<file path="config.mk">
export PLATFORM = sky130hd
export DESIGN_NAME = multi_input_logic_reducer
export DESIGN_NICKNAME = d
export VERILOG_FILES = /design/src/rtl/multi_input_logic_reducer_pkg.sv /design/src/rtl/multi_input_logic_reducer_reduce_stage.sv /design/src/rtl/multi_input_logic_reducer.sv
export SDC_FILE = /design/constraint.sdc
export NUM_CORES = 1
export LEC_CHECK = 0
export ABC_CLOCK_PERIOD_IN_PS = 1800
export CAP_MARGIN = 20
export CORE_MARGIN = 2
export CORE_UTILIZATION = 49
export CTS_CLUSTER_SIZE = 10
export DETAILED_ROUTE_END_ITERATION = 7
export GPL_ROUTABILITY_DRIVEN = 0
export PLACE_DENSITY = 0.74
export SLEW_MARGIN = 20
export SYNTH_ARGS = -nofsm -noshare
export SYNTH_HDL_FRONTEND = slang
export SYNTH_SLANG_ARGS = --single-unit
</file>
<file path="constraint.sdc">
create_clock -name clk -period 1.8 [get_ports clk]
set_clock_uncertainty 0.1 [all_clocks]
set_input_delay 0.27 -clock clk [delete_from_list [all_inputs] [get_ports clk]]
set_output_delay 0.27 -clock clk [all_outputs]
set_load 0.005 [all_outputs]
</file>
<file path="src/rtl/multi_input_logic_reducer_pkg.sv">
// Shared op-code encodings and identity helper for the logic reducer.
package logic_reducer_pkg;

    localparam logic [1:0] MODE_OR  = 2'd0;
    localparam logic [1:0] MODE_AND = 2'd1;
    localparam logic [1:0] MODE_XOR = 2'd2;
    localparam int         MODE_INV = 2;

    // Seed value for an empty reduction: all-1 for AND, all-0 for OR/XOR.
    function automatic logic op_identity(input logic [1:0] op);
        return (op == MODE_AND);
    endfunction

endpackage

</file>
<file path="src/rtl/multi_input_logic_reducer_reduce_stage.sv">
// Purpose: two-operand bitwise OR/AND/XOR; code 3 falls through to OR.
// Latency: combinational.
// Backpressure: none, pure function of inputs.
module reduce_stage
    import logic_reducer_pkg::*;
#(
    parameter int WIDTH = 1
) (
    input  logic [1:0]       op,
    input  logic [WIDTH-1:0] a,
    input  logic [WIDTH-1:0] b,
    output logic [WIDTH-1:0] y
);

    always_comb begin
        y = a | b;
        case (op)
            MODE_AND: y = a & b;
            MODE_XOR: y = a ^ b;
            default:  y = a | b;
        endcase
    end

endmodule

</file>
<file path="src/rtl/multi_input_logic_reducer.sv">
// Purpose: pipelined N-input bitwise reducer with partial result, sticky OR accumulator, saturating beat count.
// Latency: accept at edge T, output handshake possible at edge T+2; one beat per cycle.
// Backpressure: in_ready = stage 1 free or advancing; bubbles collapse, stalled outputs hold.
module multi_input_logic_reducer
    import logic_reducer_pkg::*;
#(
    parameter int N_IN  = 3,
    parameter int WIDTH = 1,
    parameter int CNT_W = 8
) (
    input  logic                  clk,
    input  logic                  rst,
    input  logic                  in_valid,
    output logic                  in_ready,
    input  logic [N_IN*WIDTH-1:0] in_data,
    input  logic [2:0]            mode,
    input  logic                  acc_en,
    input  logic                  acc_clr,
    output logic                  out_valid,
    input  logic                  out_ready,
    output logic [WIDTH-1:0]      out_partial,
    output logic [WIDTH-1:0]      out_result,
    output logic [WIDTH-1:0]      out_acc,
    output logic [CNT_W-1:0]      out_count
);

    logic             s1_valid;
    logic [WIDTH-1:0] s1_p;
    logic [WIDTH-1:0] s1_r;
    logic [2:0]       s1_mode;
    logic             s1_acc_en;
    logic             s2_valid;
    logic             s2_acc_en;
    logic             adv1;
    logic             adv2;
    logic             out_hs;
    logic [1:0]       in_op;
    logic [WIDTH-1:0] p_d;
    logic [WIDTH-1:0] comb_d;
    logic [WIDTH-1:0] acc_beat;
    logic [WIDTH-1:0] r_chain [2:N_IN];

    assign in_op    = mode[1:0];
    assign adv2     = ~s2_valid | out_ready;
    assign adv1     = ~s1_valid | adv2;
    assign in_ready = adv1;
    assign out_valid = s2_valid;
    assign out_hs   = s2_valid & out_ready;

    reduce_stage #(.WIDTH(WIDTH)) u_partial (
        .op (in_op),
        .a  (in_data[0 +: WIDTH]),
        .b  (in_data[WIDTH +: WIDTH]),
        .y  (p_d)
    );

    // Remaining operands fold left starting from the op identity, so N_IN==2 yields identity.
    assign r_chain[2] = {WIDTH{op_identity(in_op)}};

    for (genvar k = 2; k < N_IN; k++) begin : g_rest
        reduce_stage #(.WIDTH(WIDTH)) u_rest (
            .op (in_op),
            .a  (r_chain[k]),
            .b  (in_data[k*WIDTH +: WIDTH]),
            .y  (r_chain[k+1])
        );
    end

    reduce_stage #(.WIDTH(WIDTH)) u_final (
        .op (s1_mode[1:0]),
        .a  (s1_p),
        .b  (s1_r),
        .y  (comb_d)
    );

    always_ff @(posedge clk or posedge rst) begin
        if (rst) begin
            s1_valid  <= 1'b0;
            s1_p      <= '0;
            s1_r      <= '0;
            s1_mode   <= '0;
            s1_acc_en <= 1'b0;
        end else if (adv1) begin
            s1_valid <= in_valid;
            if (in_valid) begin
                s1_p      <= p_d;
                s1_r      <= r_chain[N_IN];
                s1_mode   <= mode;
                s1_acc_en <= acc_en;
            end
        end
    end

    // Inversion lives only at the output stage so p/r stay in the raw op domain.
    always_ff @(posedge clk or posedge rst) begin
        if (rst) begin
            s2_valid    <= 1'b0;
            s2_acc_en   <= 1'b0;
            out_partial <= '0;
            out_result  <= '0;
        end else if (adv2) begin
            s2_valid <= s1_valid;
            if (s1_valid) begin
                s2_acc_en   <= s1_acc_en;
                out_partial <= s1_p   ^ {WIDTH{s1_mode[MODE_INV]}};
                out_result  <= comb_d ^ {WIDTH{s1_mode[MODE_INV]}};
            end
        end
    end

    assign acc_beat = s2_acc_en ? out_result : '0;

    // A clear coinciding with a handshake wipes history first, then counts that beat.
    always_ff @(posedge clk or posedge rst) begin
        if (rst) begin
            out_acc   <= '0;
            out_count <= '0;
        end else if (acc_clr) begin
            out_acc   <= out_hs ? acc_beat : '0;
            out_count <= out_hs ? CNT_W'(1) : '0;
        end else if (out_hs) begin
            out_acc <= out_acc | acc_beat;
            if (out_count != '1)
                out_count <= out_count + CNT_W'(1);
        end
    end

endmodule

</file>
==> impl_metrics.csv <==
group,metric,value,unit
global_routing,antenna_found_initial,0,
worst_setup_path,worst_setup_path_end_kind,"register",
routing,vias,927,
run,maxCapViolations,0,
logic_synthesis,yosysWarnings,0,
timing,clock.fmax,590.2,MHz
global_routing,grt_pass1_wl,3808,um
timing,finalHoldViolCount,0,
final_layout,layout-drive-gt1-share,0.1586,
final_layout,design_area,1505,sq um
timing,fin_crit,1694,ps
worst_setup_path,reg2reg_depth,5,
worst_setup_path,start_kind,"register",
clock_tree,cts_made_buffers,3,
logic_synthesis,postSynthCellCount,110,
place,place_ws,-140.6,ps
place,dp.cells,169,
logic_synthesis,avgSynthCellArea,10.20,sq um
floorplan,core,2191,sq um
worst_hold_path,hp-class,"input port to async pin",
power,power.density,797.3,nW/um^2
routing,wirelength,2178,um
routing,first_pass_iters,2,
outcome,status,"finished, final reports clean",
final_layout,mostFrequentLayoutCells,"clkdlybuf4s50_1 (23), dfrtp_1 (19), inv_1 (11), ha_1 (11), buf_4 (10)",
clock_tree,tritoncts,"built",
final_layout,nets,169,
worst_setup_path,slowest_delay,440,ps
final_layout,final_cells,173,
power,vdd_drop_max,0.0004527,V
final_layout,final_common_cell,"clkdlybuf4s50_1",
routing,wl_per_cell,12.59,um
global_routing,grt_pass1_vias,924,
routing,ant_nets,0,
routing,drcViolationCount,0,
worst_setup_path,slowest_stage,"dfrtp_1",
floorplan,ios,25,
clock_tree,clkSlewWorstSetupHoldPaths,120,ps
clock_tree,post_cts_buffers,0,
floorplan,num_rows,17,
logic_synthesis,synth.distinct_cells,33,
timing,rsz0062_at_grt,"false",
clock_tree,insertion_delay,300,ps
final_layout,seq_area,501.7,sq um
global_routing,grt_overflow,0,
timing,max_slew.worst_pin.slew,400.9,ps
logic_synthesis,synth_sequential_area_ratio,0.4459,
worst_setup_path,critPathMaxFanout,6,
timing,slew_headroom,0.7319,
place,dpl.hpwl,1691,um
routing,drtIter0Drc,9,
worst_setup_path,cp.arrival,1780,ps
logic_synthesis,synth_top_area_frac,0.4459,
worst_setup_path,crit_type,"register to register",
floorplan,fp.dieH,51.86,um
logic_synthesis,synth_area_leaders,"dfrtp_1 (45%), ha_1 (12%), inv_1 (3.7%)",
clock_tree,cts.path.max_buffers,2,
clock_tree,clock-root-buffer,"clkbuf_4",
global_routing,grt_start_max_net_pins,21,
timing,maxSlewViolCount,0,
floorplan,die_w,51.86,um
final_layout,nFillCells,176,
timing,fin_tns_setup,0,ps
floorplan,start_util,0.5123,
logic_synthesis,yosysTopAreaCell,"dfrtp_1",
final_layout,multi_input_area,560.5,sq um
final_layout,antenna_cells,0,
final_layout,area_growth,34.11,%
floorplan,dieArea,2689,sq um
logic_synthesis,syn-num-nets,133,
clock_tree,cts_hold_buf,0,
worst_setup_path,worstPathCellList,"ha_1 > nand4_1 > buf_4 > nor4b_1 > nor3_1",
routing,viasPerCell,5.358,
clock_tree,htreeDepth,1,
logic_synthesis,ys_ff_latch,20,
logic_synthesis,syn_area,1122,sq um
timing,fin_ws,105.5,ps
worst_setup_path,required,1880,ps
place,port_buffers,24,
timing,setup-violations-final,0,
power,p_leak,0.6877,nW
final_layout,final_util,0.6870,
clock_tree,cts_num_sinks,20,
timing,period_share,0.9414,
global_routing,grt_usage,0.1902,
place,place_area,1453,sq um
per-stage QoR:
step | hold WS (ps) | total power [mW]
floorplan | 133.8 | 0.7002
global placement | 370.1 | 0.8323
detailed placement | 378.3 | 0.8471
CTS | 194.2 | 1.211
global route | 223.7 | 1.269
finish | 182.0 | 1.200
layout make-up:
class / instances / area share
timing repair buffer: 34 / 0.2086
multi-input combinational: 76 / 0.3724
clock buffer: 3 / 0.01496
sequential: 20 / 0.3333
inverter: 11 / 0.02743
tap: 28 / 0.02328
clock inverter: 1 / 0.01995
kinds of logic after synthesis:
group / Yosys count / share of synthesized area
AND/OR/NAND/NOR: 35 / 0.1706
AO/OA/AOI/OAI: 22 / 0.1304
multiplexers: 5 / 0.05239
buffers and inverters: 14 / 0.05462
flip-flops: 20 / 0.4459
adder cells (fa/ha/maj): 11 / 0.1226
XOR/XNOR: 3 / 0.02342
repair_timing:
action | in CTS | in global routing
setup endpoints to repair | 1 | 1
gates resized for setup | 1 | 1
pin swaps | 0 | 0
sequential cells by signal (all words and copies together), names as in the netlist:
name / flops
s1_r: 1
out_valid: 1
s1_valid: 1
out_partial: 1
out_acc: 1
out_count: 8
s1_acc_en: 1
s1_p: 1
s1_mode: 3
out_result: 1
s2_acc_en: 1
worst paths after layout:
kind | end | startpoint | slack, ps
worst max-delay path | out_count[6] | out_count[0] | 110
worst min-delay path | out_partial | rst | 180
worst max register to register | out_count[6] | out_count[0] | 110
worst min register to register | out_valid | s1_valid | 410
max in group asynchronous | out_count[7] | rst | 1190
min in group clk | out_valid | s1_valid | 410
synth_stat cells (all sizes together):
cell type and count:
a211oi 5, a21o 2, a21oi 4, a221oi 2, a2bb2oi 1, a31oi 2, a41oi 1, and2 1
and3 1, and4 1, and4b 1, buf 1, clkbuf 2, dfrtp 20, ha 11, inv 11
mux2 4, mux2i 1, nand2 8, nand2b 4, nand3 4, nand3b 1, nand4 1, nor2 8
nor3 3, nor3b 1, nor4b 1, o21ai 4, o22ai 1, xnor2 3
power by group:
part	internal [mW]	switching (mW)	leakage, nW	total, mW
clock network	0.225	0.144	0.0279	0.369
logic	0.166	0.111	0.409	0.277
registers	0.508	0.0472	0.250	0.555
worst max-delay path, delay by kind of cell, from the launching register on:
family                   cells  cell delay (ps)
AND/OR/NAND/NOR              3              540
flip-flops                   1              440
adder cells (fa/ha/maj)      1              310
buffers and inverters        1              180
layer usage:
metal | vias up | global-route usage | share of wire
li1 | 457 | - | -
met1 | 448 | 0.2230 | 0.44
met2 | 18 | 0.3376 | 0.51
met3 | 4 | 0.02011 | 0.026
met4 | 0 | 0.1009 | 0.020
met5 | - | 0 | 0
(Power assumes the default switching activity.)
==> variant 1, RTL diff (same flow settings) <==
`CNT_W`: 8 -> 7.
--- a/src/rtl/multi_input_logic_reducer.sv
+++ b/src/rtl/multi_input_logic_reducer.sv
@@ -6,7 +6,7 @@
 #(
     parameter int N_IN  = 3,
     parameter int WIDTH = 1,
-    parameter int CNT_W = 8
+    parameter int CNT_W = 7
 ) (
     input  logic                  clk,
     input  logic                  rst,
Interface: changed (resized out_count); port bits go from 25 to 24. No check against the original RTL was run, so the function may have changed too.
==> variant 1 against the original RTL <==
Worst setup slack better by 0.013 ns; combinational power is 3% lower; synthesized area decreased by 4.9%; total power down 15%; die area fell by 4.5%; sequential cell count decreased by 1; synthesized cell count is 6.4% lower; via count is 9.8% lower; final area fell by 7.7%; wire length shrank 12%; highest routed layer unchanged.
==> variant 1: results (changes against the original RTL) <==
GRT Total Usage = 18.2% (-0.83 points)
DP HPWL = 1.53 mm (-9.3%)
worst path arrival time = 1.31 ns (-0.47 ns)
placed cell areas = 1360 µm² (-6.4%)
status = complete, no violations
area of the multi-input gates = 534 µm² (-4.7%)
number of antenna violations at the first check in global routing = 0 (unchanged)
asr flop ratio synth = 100% (unchanged)
clock latency at the later pin of the worst-skew pair = 0.30 ns (about the same)
Total Wirelength = 1.92 mm (-12%)
Fillers = 167 (-5.1%)
Clock Pin Slew Worst Setup and Hold Paths = 0.11 ns
Top Registers = out_count: 7 flops, s1_mode: 3 flops
first-pass GRT wire length = 3.53 mm (-7.2%)
Hold Path Class = primary input to async pin
ANT cells = 0 (unchanged)
vias = 836 (-9.8%)
Slew headroom = 76.9% (+3.7 points)
fin nets = 158 (-6.5%)
ys flop type = dfrtp_1
port bufs = 23 (-4.2%)
crit-path max cell delay = 0.54 ns (+0.10 ns)
drt initial violations = 6 (-3)
Netlist cell types = 29 (-12%)
Yosys warnings = 0 (unchanged)
Worst path slowest cell = clkdlybuf4s50_1
Max VDD drop = 0.402 mV (-11%)
Area contributors post-synth = dfrtp_1, ha_1, mux2_2
router iterations before antenna repair = 4 (+2)
Synthesized Nets = 126 (-5.3%)
layout cells sized above 1 = 14.9% (-0.94 points)
P_leak = 0.653 nW (-5.0%)
sequential share of the synthesized area = 44.5% (about the same)
CP Max Fanout = 7 (+1)
H-tree depth = 1 (unchanged)
top cells by count, synth = dfrtp_1, ha_1, inv_1, nand2_1, o21ai_0
CTS root buf = clkbuf_4
final setup violation count = 0 (unchanged)
Top delay family on crit path = buffers and inverters
vias in the first global route = 848 (-8.2%)
CTS buffer count = 3 (unchanged)
Clock Path Buffers = 2 (unchanged)
largest net degree at the start of global routing = 20 (-4.8%)
==> variant 1: cell type report <==
cell class | instances | share of cell area (%)
inverters | 11 | 2.97
clock buffers | 4 | 1.89
flip-flops and latches | 19 | 34.2
multi-input cells | 71 | 38.5
well taps | 27 | 2.43
repair buffers | 29 | 20.0
==> variant 1: logic make-up (layout without fill, tap and decap cells) <==
kind of cell / count (synthesis) / after routing / synth area share (%)
AO/OA/AOI/OAI: 22 / 22 / 13.5
XOR/XNOR: 3 / 3 / 2.46
adder cells (fa/ha/maj): 11 / 11 / 12.9
buffers and inverters: 13 / 44 / 5.39
flip-flops: 19 / 19 / 44.5
multiplexers: 5 / 5 / 5.16
AND/OR/NAND/NOR: 30 / 30 / 16.1
==> variant 1: per-stage QoR <==
stage | worst slack, ns | cells | setup TNS, ns
finish | 0.118 | 161 | 0
global route | 0.0540 | 161 | 0
CTS | 0.0104 | 161 | 0
detailed placement | -0.150 | 157 | -0.250
global placement | -0.0638 | 157 | -0.0923
floorplan | 0.308 | 103 | 0
==> variant 1: per-layer routing <==
layer  part of all wire, %  track usage [%]
met1                    44             22.4
met2                    51             32.0
met3                   3.9             3.57
met4                  0.83             5.41
met5                     0                0
==> variant 1: final timing paths <==
| kind | start | end | slack, ns | depth (start not counted) |
|---|---|---|---|---|
| max | out_count[4] | out_count[4] | 0.12 | 1 |
| min | rst | s1_r | 0.17 | 3 |
| max reg2reg | out_count[0] | out_count[5] | 0.21 | 5 |
| min reg2reg | out_partial | out_partial | 0.41 | 2 |
| max in group asynchronous | rst | out_count[1] | 1.23 | 3 |
| min in group clk | out_partial | out_partial | 0.41 | 2 |
==> variant 1: worst min-delay path, cell delays in order <==
cell	delay, ns
clkdlybuf4s50_1	0.39
inv_1	0.05
buf_4	0.25
==> variant 1: report_power, final <==
| part | switching, mW | internal (mW) |
|---|---|---|
| Clock | 0.135 | 0.0863 |
| Sequential | 0.0442 | 0.485 |
| Combinational | 0.108 | 0.161 |
| Total | 0.288 | 0.732 |
==> variant 1: timing repair <==
item	in CTS	in global routing
setup buffers	0	0
gates resized for setup	0	1
endpoints found under the setup margin	0	1
==> variant 2, RTL diff (config.mk and constraints unchanged) <==
Made on the original files. Add an input register stage for `mode`; this delays it by one clock. The other inputs are not delayed to match.
--- a/src/rtl/multi_input_logic_reducer.sv
+++ b/src/rtl/multi_input_logic_reducer.sv
@@ -24,6 +24,12 @@
     output logic [CNT_W-1:0]      out_count
 );
 
+    logic [2:0] mode_q;
+
+    always_ff @(posedge clk) begin
+        mode_q <= mode;
+    end
+
     logic             s1_valid;
     logic [WIDTH-1:0] s1_p;
     logic [WIDTH-1:0] s1_r;
@@ -40,7 +46,7 @@
     logic [WIDTH-1:0] acc_beat;
     logic [WIDTH-1:0] r_chain [2:N_IN];
 
-    assign in_op    = mode[1:0];
+    assign in_op    = mode_q[1:0];
     assign adv2     = ~s2_valid | out_ready;
     assign adv1     = ~s1_valid | adv2;
     assign in_ready = adv1;
@@ -85,7 +91,7 @@
             if (in_valid) begin
                 s1_p      <= p_d;
                 s1_r      <= r_chain[N_IN];
-                s1_mode   <= mode;
+                s1_mode   <= mode_q;
                 s1_acc_en <= acc_en;
             end
         end
Formal check against the unedited RTL: not equivalent (a bounded check fails within 4 cycles, from zero or initial values and one cycle with rst high).
==> variant 2 against the original RTL <==
Sequential cell count rose by 3; first-iteration DRC count is 33% higher; critical path depth down 3; total power decreased by 1.5%; worst setup slack got worse by 0.010 ns; synthesized area grew 9.0%; final area up 5.7%; final cell count increased by 4.6%; wire length rose by 12%; sequential share of layout area grew 2.0 points.
==> variant 2: results (changes against the original RTL) <==
Area contributors post-synth = dfrtp_1, ha_1, mux2_2
ys flop type = dfrtp_1
Clock Pin Slew Worst Setup and Hold Paths = 0.13 ns
CP Max Fanout = 3 (-3)
Yosys warnings = 0 (unchanged)
drt initial violations = 12 (+3)
Top Registers = out_count: 8 flops, mode_q: 3 flops, s1_mode: 3 flops
Max VDD drop = 0.696 mV (+54%)
Setup WS pre-CTS = -0.0867 ns (+0.0539 ns)
asr flop ratio synth = 87.0% (-13 points)
worst path arrival time = 1.33 ns (-0.45 ns)
placed cell areas = 1550 µm² (+6.5%)
Combinational Power = 0.324 mW (+17%)
met3 Use GR = 5.83% (+3.8 points)
Fillers = 205 (+16%)
Post-Synthesis Cells = 116 (+5.5%)
first-pass GRT wire length = 4.04 mm (+6.2%)
vias = 1001 (+8.0%)
crit-path max cell delay = 0.50 ns (+0.06 ns)
Netlist cell types = 36 (+9.1%)
top cells by count, synth = dfrtp_1, inv_1, ha_1
Slew headroom = 70.3% (-2.9 points)
Synthesized Nets = 139 (+4.5%)
clock group power = 0.233 mW (-37%)
Top delay family on crit path = buffers and inverters
Via-to-Cell Ratio = 5.53 (+3.2%)
ANT cells = 0 (unchanged)
number of antenna violations at the first check in global routing = 0 (unchanged)
net switching power = 0.330 mW (+9.3%)
router iterations before antenna repair = 4 (+2)
wire per inst = 13.5 µm (+7.1%)
P_leak = 0.706 nW (+2.7%)
post-CTS sizing = 2 (+1)
GRT Total Usage = 19.7% (+0.65 points)
status = complete, no violations
vias in the first global route = 929 (+0.54%)
DP HPWL = 1.92 mm (+14%)
met1 Use GR = 23.6% (+1.3 points)
total power = 1.18 mW (-1.5%)
layout cells sized above 1 = 15.9% (+0.032 points)
Global Route met2 Usage = 35.6% (+1.8 points)
sequential share of the synthesized area = 45.8% (+1.2 points)
port bufs = 24 (unchanged)
clock latency at the later pin of the worst-skew pair = 0.31 ns
Worst path slowest cell = clkdlybuf4s50_1
CTS root buf = clkbuf_4
==> variant 2: changes by cell type after synthesis, sizes merged, moves of 3 or more <==
| cell | change |
|---|---|
| nor2 | -5 |
| inv | +3 |
| nand2 | -4 |
| dfxtp | +3 |
==> variant 2: worst reg2reg max path, stage by stage, from the launching register on <==
cell and delay [ns]:
dfrtp_1 0.41, ha_1 0.25, and4_1 0.25, a211oi_2 0.23, mux2_2 0.35
==> variant 2: layout make-up <==
type / instances / area (µm²) / area share [%]
Sequential cell: 23 / 563 / 35.4
Tap cell: 30 / 37.5 / 2.36
Timing Repair Buffer: 34 / 314 / 19.7
Multi-Input combinational cell: 76 / 597 / 37.5
Clock buffer: 3 / 22.5 / 1.42
Clock inverter: 1 / 5.00 / 0.314
Inverter: 14 / 52.6 / 3.30
==> variant 2: logic make-up (layout without fill, tap and decap cells) <==
logic type / Yosys count / after routing / share of synthesized area [%]
flip-flops: 23 / 23 / 45.8
buffers and inverters: 17 / 52 / 5.42
AND/OR/NAND/NOR: 31 / 31 / 14.9
AO/OA/AOI/OAI: 24 / 24 / 13.9
XOR/XNOR: 1 / 1 / 0.716
adder cells (fa/ha/maj): 11 / 11 / 11.2
multiplexers: 9 / 9 / 7.98
==> variant 2: layer usage <==
metal	wire length, µm	up-vias
met1	1050	476
li1	-	497
met5	0	-
met3	129	2
met2	1260	26
met4	10	0
==> variant 2: final timing paths <==
path / from / end / slack, ns / cells after the start
worst max register to register: out_count[0] / out_count[3] / 0.11 / 4
min in group clk: mode[2] / mode_q[2] / 0.28 / 1
worst min-delay path: rst / s1_r / 0.17 / 3
max in group asynchronous: rst / out_count[2] / 1.20 / 3
worst max-delay path: out_valid / in_ready / 0.1 / 2
worst min register to register: mode_q[2] / s1_mode[2] / 0.38 / 1
